--- src/rtl/if_stage.sv ---
// Fetch stage: owns the PC and the IF/ID pipeline register. A redirect takes
// effect on the next fetch, and the instruction already in IF is kept as the delay slot.
module if_stage #(
  parameter logic [31:0] PC_RESET = 32'h0000_3000,
  parameter logic [31:0] IM_BASE  = 32'h0000_3000,
  parameter int          IM_WORDS = 1024
) (
  input  logic        clk,
  input  logic        reset,
  input  logic        stall,
  input  logic        npc_en,
  input  logic [31:0] npc_1,
  input  logic [31:0] instr_im,
  output logic [31:0] pc_f,
  output logic        adel_f,
  output logic [31:0] pc_1,
  output logic [31:0] pc4_1,
  output logic [31:0] instr_1,
  output logic        valid_1,
  output logic        adel_1,
  output logic [31:0] fetch_cnt
);

  // The upper bound is 33 bits wide so that IM_BASE + 4*IM_WORDS cannot wrap.
  localparam logic [32:0] IM_LIMIT = {1'b0, IM_BASE} + (33'(IM_WORDS) << 2);

  logic [31:0] pc_plus4;
  logic [31:0] pc_nxt;
  logic [31:0] pc_1_nxt;
  logic [31:0] pc4_1_nxt;
  logic [31:0] instr_1_nxt;
  logic        valid_1_nxt;
  logic        adel_1_nxt;
  logic [31:0] fetch_cnt_nxt;

  assign pc_plus4 = pc_f + 32'd4;

  // Fetch address error check, combinational on the current PC.
  always_comb begin
    adel_f = 1'b0;
    if ((pc_f[1:0] != 2'b00) || (pc_f < IM_BASE) || ({1'b0, pc_f} >= IM_LIMIT)) begin
      adel_f = 1'b1;
    end else begin
      adel_f = 1'b0;
    end
  end

  // Next-state selection for the PC, the IF/ID fields and the fetch counter.
  always_comb begin
    pc_nxt        = pc_f;
    pc_1_nxt      = pc_1;
    pc4_1_nxt     = pc4_1;
    instr_1_nxt   = instr_1;
    valid_1_nxt   = valid_1;
    adel_1_nxt    = adel_1;
    fetch_cnt_nxt = fetch_cnt;
    if (!stall) begin
      pc_nxt      = npc_en ? npc_1 : pc_plus4;
      pc_1_nxt    = pc_f;
      pc4_1_nxt   = pc_plus4;
      valid_1_nxt = 1'b1;
      adel_1_nxt  = adel_f;
      if (adel_f) begin
        instr_1_nxt = 32'h0000_0000;
      end else begin
        instr_1_nxt   = instr_im;
        fetch_cnt_nxt = fetch_cnt + 32'd1;
      end
    end else begin
      pc_nxt = pc_f;
    end
  end

  // PC and IF/ID register, with asynchronous reset.
  always_ff @(posedge clk or posedge reset) begin
    if (reset) begin
      pc_f      <= PC_RESET;
      pc_1      <= 32'h0000_0000;
      pc4_1     <= 32'h0000_0000;
      instr_1   <= 32'h0000_0000;
      valid_1   <= 1'b0;
      adel_1    <= 1'b0;
      fetch_cnt <= 32'h0000_0000;
    end else begin
      pc_f      <= pc_nxt;
      pc_1      <= pc_1_nxt;
      pc4_1     <= pc4_1_nxt;
      instr_1   <= instr_1_nxt;
      valid_1   <= valid_1_nxt;
      adel_1    <= adel_1_nxt;
      fetch_cnt <= fetch_cnt_nxt;
    end
  end

endmodule

--- config.mk ---
export PLATFORM = sky130hd
export DESIGN_NAME = if_stage
export DESIGN_NICKNAME = d
export VERILOG_FILES = /design/src/rtl/if_stage.sv
export SDC_FILE = /design/constraint.sdc
export NUM_CORES = 1
export LEC_CHECK = 0
export ABC_AREA = 1
export CAP_MARGIN = 10
export CORE_MARGIN = 2
export CORE_UTILIZATION = 44
export CTS_CLUSTER_DIAMETER = 100
export DETAILED_ROUTE_END_ITERATION = 6
export PLACE_DENSITY = 0.81
export SLEW_MARGIN = 30
export SYNTH_ARGS = -nofsm -noshare
export SYNTH_HDL_FRONTEND = slang
export SYNTH_SLANG_ARGS = --single-unit
--- constraint.sdc ---
create_clock -name clk -period 5.1 [get_ports clk]
set_input_delay 1.02 -clock clk [delete_from_list [all_inputs] [get_ports clk]]
set_output_delay 1.02 -clock clk [all_outputs]
set_load 0.01 [all_outputs]
==> impl_metrics.ini, run 1 <==
[run_status]
status = finished, final reports clean

[worst_setup_path]
r2r_setup_slack_ns = 3.01
cp-start-kind = flip-flop
setup.worst_path.class = reg -> out
critical_path.max_fanout = 6
crit_required_ns = 4.08
r2r_end = instr_1[8]
worstRegToRegCells = 8
cp-end-kind = output port
r2r-start = pc_f[30]
cp.arrival_ns = 2.03

[floorplanning]
num_io_pins = 231
dieArea_sq_mm = 0.0196
die_y_microns = 140
start_util_pct = 45.1
chipWidth_microns = 140
core.rowCount = 49
core_sq_mm = 0.0180

[timing]
finalSetupViolCount = 0
period_minus_slack_ns = 3.05
min_period_over_period_pct = 59.8
rsz0062_at_grt = no
skew_ns = 0.00828
setup_ws_ns = 2.05
setup_tns_ns = 0
worst_pin_slew_ns = 0.897
relSlewSlack_pct = 40.0
slew_viol_final = 0
hold_viol = 0
fmax_mhz = 328

[logic_synthesis]
netlist_top_cells_area = dfrtp_1 (49%), nand2_1 (23%), nor2_1 (5.6%), nand3_1 (5.4%), inv_1 (4.0%)
yosysTopAreaCell = dfrtp_1
async_flop_share_pct = 100
ys.flop_type = dfrtp_1
synth_compound_area_share_pct = 4.91
yosysMostFrequentCell = nand2_1
syn_area_sq_mm = 0.00813
synth_xor_xnor_area_share_pct = 1.51
synthSimpleGateAreaFrac_pct = 37.1
synth_enable_flop_cells = 0
syn-instance-count = 1114
syn_nets = 1185
synth_top_family_by_area = simple AND/OR/NAND/NOR gates
synth-seq-area-share_pct = 49.3
synth.area.mux_share_pct = 0
synth_warnings = 0
yosysUniqueCellTypes = 33
ys_top_cells_by_count = nand2_1 (490), dfrtp_1 (158), nor2_1 (122)
yosys.area_share.adder_pct = 0.462
synth_seq_cells = 160
yosysTopAreaCellShare_pct = 48.6
avgSynthCellArea_sq_um = 7.30

[placed_design]
dp_slack_ns = 1.95
placed_cell_area_sq_mm = 0.0106
place_congestion = 0.945
port_buffers = 230
dp_hpwl_microns = 18200

[detailed_routing]
ant_nets = 0
drc = 0
firstDrtPassIters = 5
first_iter_violations = 667
drt-wirelength-per-cell_microns = 15.9
via_per_inst = 5.16
vias = 8113
routed_wl_microns = 24900

[run]
maxCapViolCount = 0

[global_routing]
grt_pass1_vias = 7800
grt-ovfl-total = 0
grt_usage_pct = 25.4
grt_pass1_wl_microns = 39900
grt_max_degree = 161
antenna_found_initial = 0

[cts]
cts_buffers = 17
path_clk_slew_ns = 0.06
cts_resized = 0
cts_tree = built
cts.path.max_buffers = 2
htreeDepth = 4
post-cts-setup-buffers = 0
cts_hold_buf = 0
insertion_delay_ns = 0.43
cts_root_buf = clkbuf_16
cts.sinks = 160

[worst_hold_path]
min_from = valid_1
timing.hold.worst_path_depth = 1
holdPathEnd = valid_1
hp-class = reg -> reg

[power]
leakagePower_nw = 5.13
ir_worst_vdd_v = 0.000259
p_per_area_mw_per_mm2 = 309

[cells_and_area]
antennaDiodeCount = 0
area_delta_synth_final_pct = 37.7
final_nets = 1401
drive_above_1_share_pct = 5.37
fin_area_sq_mm = 0.0112
fillers = 1610
## logic make-up after synthesis
group                      Yosys count
AOI/OAI and AO/OA                   72
xor gates and xnor gates            14
adders and majority gates            3
buffers and inverters              126
DFF                                160
and+or+nand+nor                    739
## registers in the layout, summed over array words and instances (netlist names)
name and flops:
fetch_cnt 32, instr_1 32, pc_1 32, pc_f 32, pc4_1 30, adel_1 1
valid_1 1
## cell type report
type                    count  area (sq um)  share of cell area (%)
flip-flops and latches    160          4010                    35.8
well taps                 229           287                    2.56
clock buffers              19           453                    4.05
multi-input cells         828          3580                    32.0
inverters                  87           330                    2.95
repair buffers            236          2380                    21.2
clock inverters            12           158                    1.41
## power by group
group	leakage (nW)	internal, mW	switching, mW
combinational	2.76	0.315	0.318
clock	0.304	0.798	0.529
sequential	2.06	1.38	0.121
total	5.13	2.49	0.969
## worst max-delay path by stage
stage,start,end,slack (ns),depth (start not counted)
after floorplan,reset,adel_1,2.05,1
after global placement,stall,fetch_cnt[14],2.02,6
after detailed placement,stall,fetch_cnt[14],1.95,6
after CTS,pc_f[30],adel_f,2.04,5
after global routing,pc_f[30],adel_f,1.93,5
final,pc_f[30],adel_f,2.05,5
## critical path, cell delays in order, from the launching register on
cell and delay (ns):
dfrtp_1 0.46, nor2_1 0.17, nand2_1 0.11, nor2_4 0.20, nand3_2 0.15, clkdlybuf4s50_1 0.52
## cells in the final DEF, fill, tap and decap left out, types with 2 or more instances in the layout
cell type	Yosys	final
nor2_1	122	122
bufinv_16	0	3
clkbuf_8	0	2
o211ai_1	4	4
clkinv_2	0	3
nand4_1	6	6
o21ai_0	52	52
nand2_2	12	12
o221ai_1	4	4
ha_1	3	3
nor2_2	9	8
buf_4	6	5
a31oi_1	8	8
nor2_4	5	6
dfrtp_1	158	158
nand3_1	88	88
clkdlybuf4s50_1	0	229
xor2_1	13	13
dfstp_2	2	2
nand2_1	490	490
inv_1	86	85
o21ai_1	2	2
clkinv_4	0	3
inv_6	0	3
or2_2	2	2
clkbuf_16	0	17
## through the flow
stage               total power [mW]  utilization, %  hold WS [ns]  std cells
floorplan                       1.77               -         0.505       1114
global placement                2.14            58.6         0.456       1539
detailed placement              2.15            58.7         0.464       1540
CTS                             3.48            62.1         0.479       1571
global route                    3.61            62.1         0.495       1571
finish                          3.46            62.1         0.473       1571
## layer usage
| metal | part of all wire (%) | vias up | track usage [%] |
|---|---|---|---|
| met5 | 0 | - | 0 |
| met4 | 3.0 | 0 | 10.2 |
| met3 | 6.9 | 57 | 4.68 |
| met2 | 48 | 370 | 41.3 |
| met1 | 42 | 3790 | 33.8 |
| li1 | - | 3896 | - |
Power figures use the tool's default switching activity.
==> run 2, diff against run 1 <==
--- a/config.mk
+++ b/config.mk
@@ -8,10 +8,10 @@
 export ABC_AREA = 1
 export CAP_MARGIN = 10
 export CORE_MARGIN = 2
-export CORE_UTILIZATION = 44
+export CORE_UTILIZATION = 48
 export CTS_CLUSTER_DIAMETER = 100
 export DETAILED_ROUTE_END_ITERATION = 6
-export PLACE_DENSITY = 0.81
+export PLACE_DENSITY = 0.83
 export SLEW_MARGIN = 30
 export SYNTH_ARGS = -nofsm -noshare
 export SYNTH_HDL_FRONTEND = slang
==> constraint.sdc (replaced) <==
create_clock -name clk -period 2.9 [get_ports clk]
set_input_delay 0.58 -clock clk [delete_from_list [all_inputs] [get_ports clk]]
set_output_delay 0.58 -clock clk [all_outputs]
set_load 0.01 [all_outputs]
==> run 2 against run 1 <==
  * Sequential share of layout area fell by 0.080 points
  * First-iteration DRC count rose by 27%
  * Utilization rose by 5.5 points
  * Final cell count fell by 0.19%
  * Via count rose by 0.33%
  * Setup slack got worse by 1.7 ns
  * Combinational power rose by 78%
  * Critical path type unchanged
==> impl_metrics.ini, run 2 (synthesized netlist as in run 1, its figures left out) <==
[timing]
setup_tns_ns = 0
period_minus_slack_ns = 2.55
hold_viol = 0
whs_ns = 0.477
slew_viol_final = 0
relSlewSlack_pct = 60.9
rsz0062_at_grt = no
fmax_mhz = 392
setup_ws_ns = 0.347
min_period_over_period_pct = 88.0
worst_pin_slew_ns = 0.585
finalSetupViolCount = 0
skew_ns = 0.0101

[cells_and_area]
final_nets = 1406
final_core_util_pct = 67.6
layout_commonest_cell = nand2_1
antennaDiodeCount = 0
fin_area_sq_mm = 0.0112
layout_common_cells = nand2_1 (490), clkdlybuf4s50_1 (229), dfrtp_1 (158)
area_delta_synth_final_pct = 38.0
drive_above_1_share_pct = 5.79

[worst_setup_path]
endpoint = adel_f
crit_required_ns = 2.32
cp.arrival_ns = 1.97
crit_family = simple AND/OR/NAND/NOR gates
slowest_stage = clkdlybuf4s50_1
r2r_end = instr_1[15]
critical_path.startpoint = pc_f[29]
critical_path.max_fanout = 7
setup.worst_path.class = reg -> out
r2r-start = pc_f[29]
worstRegToRegCells = 8
crit_buf_inv = 1
r2r_setup_slack_ns = 0.82
path_depth = 5
cp-start-kind = flip-flop
cp-end-kind = output port
slowest_delay_ns = 0.51
path_cells = nor2_1 -> nand2_1 -> nor2_4 -> nand3_2 -> clkdlybuf4s50_1

[power]
p_per_area_mw_per_mm2 = 546
leakagePower_nw = 5.14
ir_worst_vdd_v = 0.000436

[global_routing]
grt_max_degree = 103
grt-ovfl-total = 0
antenna_found_initial = 0
grt_usage_pct = 28.0
grt_pass1_vias = 7544
grt_pass1_wl_microns = 39800

[floorplanning]
start_util_pct = 49.0
dieArea_sq_mm = 0.0180
core_sq_mm = 0.0166
core.rowCount = 47
chipWidth_microns = 134
num_io_pins = 231
die_y_microns = 134

[detailed_routing]
drt-wirelength-per-cell_microns = 15.9
drc = 0
ant_nets = 0
firstDrtPassIters = 6
vias = 8140
first_iter_violations = 846
routed_wl_microns = 24900
via_per_inst = 5.19

[cts]
htreeDepth = 4
cts_tree = built
cts_resized = 0
path_clk_slew_ns = 0.06
cts.sinks = 160
cts_root_buf = clkbuf_16
cts_hold_buf = 0
cts.path.max_buffers = 2
insertion_delay_ns = 0.43
post-cts-setup-buffers = 0
cts_buffers = 17

[worst_hold_path]
hp-class = reg -> reg
min_from = instr_1[8]
timing.hold.worst_path_depth = 2

[run_status]
status = finished, final reports clean

[placed_design]
port_buffers = 230
dp_slack_ns = 0.579
dp_hpwl_microns = 18100
place_congestion = 0.942
placed_cell_area_sq_mm = 0.0106

[run]
maxCapViolCount = 0
[run 2: metrics by stage]
step                      instances  power (mW)
after floorplan                1114        3.12
final                          1568        6.13
after CTS                      1568        6.15
after detailed placement       1536        3.79
after global placement         1536        3.76
after global routing           1568        6.37
[run 2: worst min path at each step]
stage | to | slack [ns]
6_report | instr_1[8] | 0.48
5_1_grt | pc4_1[11] | 0.50
4_1_cts | instr_1[27] | 0.48
3_5_place_dp | instr_1[27] | 0.46
3_3_place_gp | instr_1[26] | 0.46
2_1_floorplan | pc_1[0] | 0.50
[run 2: cell type report]
| class | count | area [sq um] |
|---|---|---|
| clock buffer | 18 | 439 |
| clock inverter | 14 | 178 |
| fill | 1394 | 5370 |
| inverter | 87 | 330 |
| multi-input combinational | 828 | 3580 |
| sequential | 160 | 4010 |
| tap | 220 | 275 |
| timing repair buffer | 241 | 2410 |
[run 2: tightest hold or removal path, stage by stage, from the launching register on]
cell and delay, ns:
dfrtp_1 0.34, nand2_1 0.05, nand2_1 0.05
[run 2: power by group]
part | switching [mW] | internal, mW | total [mW] | leakage, nW
logic | 0.569 | 0.561 | 1.13 | 2.79
clock network | 0.982 | 1.39 | 2.37 | 0.291
registers | 0.199 | 2.43 | 2.62 | 2.06
total | 1.75 | 4.38 | 6.13 | 5.14
[run 2: routing by layer]
metal  up-vias  part of all wire [%]  track usage, %
met5         -                     0               0
met4         0                   2.4            9.59
met3        49                   7.2            5.25
met2       335                    48            45.0
met1      3844                    42            38.5
li1       3912                     -               -
==> run 3, diff against run 2 <==
--- a/config.mk
+++ b/config.mk
@@ -10,6 +10,7 @@
 export CORE_MARGIN = 2
 export CORE_UTILIZATION = 48
 export CTS_CLUSTER_DIAMETER = 100
+export CTS_CLUSTER_SIZE = 16
 export DETAILED_ROUTE_END_ITERATION = 6
 export PLACE_DENSITY = 0.83
 export SLEW_MARGIN = 30
==> results of run 3 <==
Final layout, timing and power as in run 2 (identical DEF).
==> variant (config.mk and constraints of run 3) <==
Register the output `fetch_cnt` once more; this adds one clock of latency there. The other outputs are not delayed to match.
--- a/src/rtl/if_stage.sv
+++ b/src/rtl/if_stage.sv
@@ -24,4 +24,6 @@
   // The upper bound is 33 bits wide so that IM_BASE + 4*IM_WORDS cannot wrap.
   localparam logic [32:0] IM_LIMIT = {1'b0, IM_BASE} + (33'(IM_WORDS) << 2);
+
+  logic [31:0] fetch_cnt_s0;
 
   logic [31:0] pc_plus4;
@@ -54,5 +56,5 @@
     valid_1_nxt   = valid_1;
     adel_1_nxt    = adel_1;
-    fetch_cnt_nxt = fetch_cnt;
+    fetch_cnt_nxt = fetch_cnt_s0;
     if (!stall) begin
       pc_nxt      = npc_en ? npc_1 : pc_plus4;
@@ -65,5 +67,5 @@
       end else begin
         instr_1_nxt   = instr_im;
-        fetch_cnt_nxt = fetch_cnt + 32'd1;
+        fetch_cnt_nxt = fetch_cnt_s0 + 32'd1;
       end
     end else begin
@@ -81,5 +83,5 @@
       valid_1   <= 1'b0;
       adel_1    <= 1'b0;
-      fetch_cnt <= 32'h0000_0000;
+      fetch_cnt_s0 <= 32'h0000_0000;
     end else begin
       pc_f      <= pc_nxt;
@@ -89,6 +91,10 @@
       valid_1   <= valid_1_nxt;
       adel_1    <= adel_1_nxt;
-      fetch_cnt <= fetch_cnt_nxt;
+      fetch_cnt_s0 <= fetch_cnt_nxt;
     end
+  end
+
+  always_ff @(posedge clk) begin
+    fetch_cnt <= fetch_cnt_s0;
   end
 
Behaviour: not the same (Yosys sat finds a counterexample within 4 cycles, from zero or initial values and one cycle with reset high).
==> variant against run 3 <==
  * Wire length increased by 1.2%
  * Power is 7.4% higher
  * Synthesized cell count rose by 1.1%
  * Area after synthesis rose by 7.4%
  * Clock skew is 0.0044 ns higher
  * Final area is 5.4% higher
  * Sequential cell count up 32
  * Worst setup slack worse by 0.075 ns
==> variant: results (changes against run 3) <==
status completed; global-route wire length before repair 40700 µm (+2.3%); Clock Tree Buf Depth 2 (unchanged); Seq/Total Area, Yosys 0.532 (+0.0396); layout cell share with drive strength beyond 1 0.0457 (-0.0121); nets 1414 (+0.57%); via/cell ratio 5.20 (+0.16%); initial antenna violation count 1 (+1); Synth area leaders dfrtp_1 (45%), nand2_1 (20%), dfxtp_1 (7.3%), nand3_1 (6.1%), nor2_1 (5.1%); Post-CTS Setup Bufs 0 (unchanged); syn avg cell area 7.75 µm² (+6.2%); clk_lat worst skew 0.44 ns; dominant synthesized flop cell dfrtp_1; Setup Skew 0.0145 ns (+0.00438 ns); input/output buffers 230 (unchanged); CTS HTree Levels 4 (unchanged); placed cells 1553 (+1.1%); GRT Util Overall 0.265 (-0.0157); final instance area 0.0118 mm² (+5.4%); static leakage 5.41 nW (+5.4%); Placer Congestion 0.973 (+3.2%); Tightest Hold Check Type reg2reg; root buf cell clkbuf_16; vias in the first global route 7860 (+4.2%); FILL cells 1490 (+6.9%); Max IR drop VDD 461 µV (+5.6%); worst rel slew slack 0.581 (-0.0279); Synth cell types 37 (+12%); drt first pass iters 5 (-1); final WL 25200 µm (+1.2%); pre-CTS setup slack 0.655 ns (+0.0761 ns); initial DRC count 637 (-25%); Syn Nets 1197 (+1.0%); Worst-path clk slew 0.07 ns; largest net degree at the start of global routing 53 (-49%); HPWL Detailed 18600 µm (+3.1%); Yosys warnings 0 (unchanged); DP Area 0.0112 mm² (+5.8%); critical-path maximum fanout 8 (+1); # resized after CTS 0 (unchanged); Avg WL per Cell 15.9 µm (+0.10%); async set or reset register ratio after synthesis 0.833 (-0.167); cts bufs inserted 17 (unchanged); Post-synth top cells nand2_1 (473), dfrtp_1 (158), nor2_1 (119)
[variant: worst max-delay path, stage by stage (launching register included)]
cell and delay, ns:
dfrtp_1 0.47, nor2_1 0.12, nand2_1 0.11, nor2_1 0.25, nand3_4 0.14, clkdlybuf4s50_1 0.52
[variant: cells by family (layout without fill, tap and decap cells)]
group	count (synthesis)	count (layout)	synth area share
XOR/XNOR	23	23	0.0231
buffers and inverters	118	348	0.0579
flip-flops	192	192	0.532
AND/OR/NAND/NOR	723	723	0.338
adder cells (fa/ha/maj)	3	3	0.00430
AO/OA/AOI/OAI	66	66	0.0429
multiplexers	1	1	0.00129
other	0	1	0
[variant: area by class of cell]
type	instances	share of cell area
diodes	1	0.000212
multi-input cells	816	0.302
repair buffers	242	0.205
inverters	74	0.0238
clock buffers	23	0.0432
flip-flops and latches	192	0.393
well taps	229	0.0242
clock inverters	9	0.00804
[variant: worst paths after layout]
kind	startpoint	endpoint	slack, ns	cells after the start
setup / recovery	pc_f[27]	adel_f	0.27	5
hold / removal	fetch_cnt_s0[3]	fetch_cnt[3]	0.43	0
setup reg to reg	pc_f[27]	fetch_cnt_s0[3]	0.87	8
hold reg to reg	fetch_cnt_s0[3]	fetch_cnt[3]	0.43	0
max in group asynchronous	reset	fetch_cnt_s0[30]	1.67	3
min in group asynchronous	reset	instr_1[21]	0.56	2
[variant: layer usage]
metal  share of wire  global-route usage
met5               0                   0
met4           0.035               0.114
met2            0.46               0.406
met1            0.42               0.357
met3           0.082              0.0694
[variant: power breakdown]
| part | internal (mW) | leakage, nW | switching (mW) |
|---|---|---|---|
| clock | 1.35 | 0.300 | 1.04 |
| combinational | 0.560 | 2.79 | 0.579 |
| sequential | 2.87 | 2.33 | 0.190 |
| total | 4.77 | 5.41 | 1.81 |
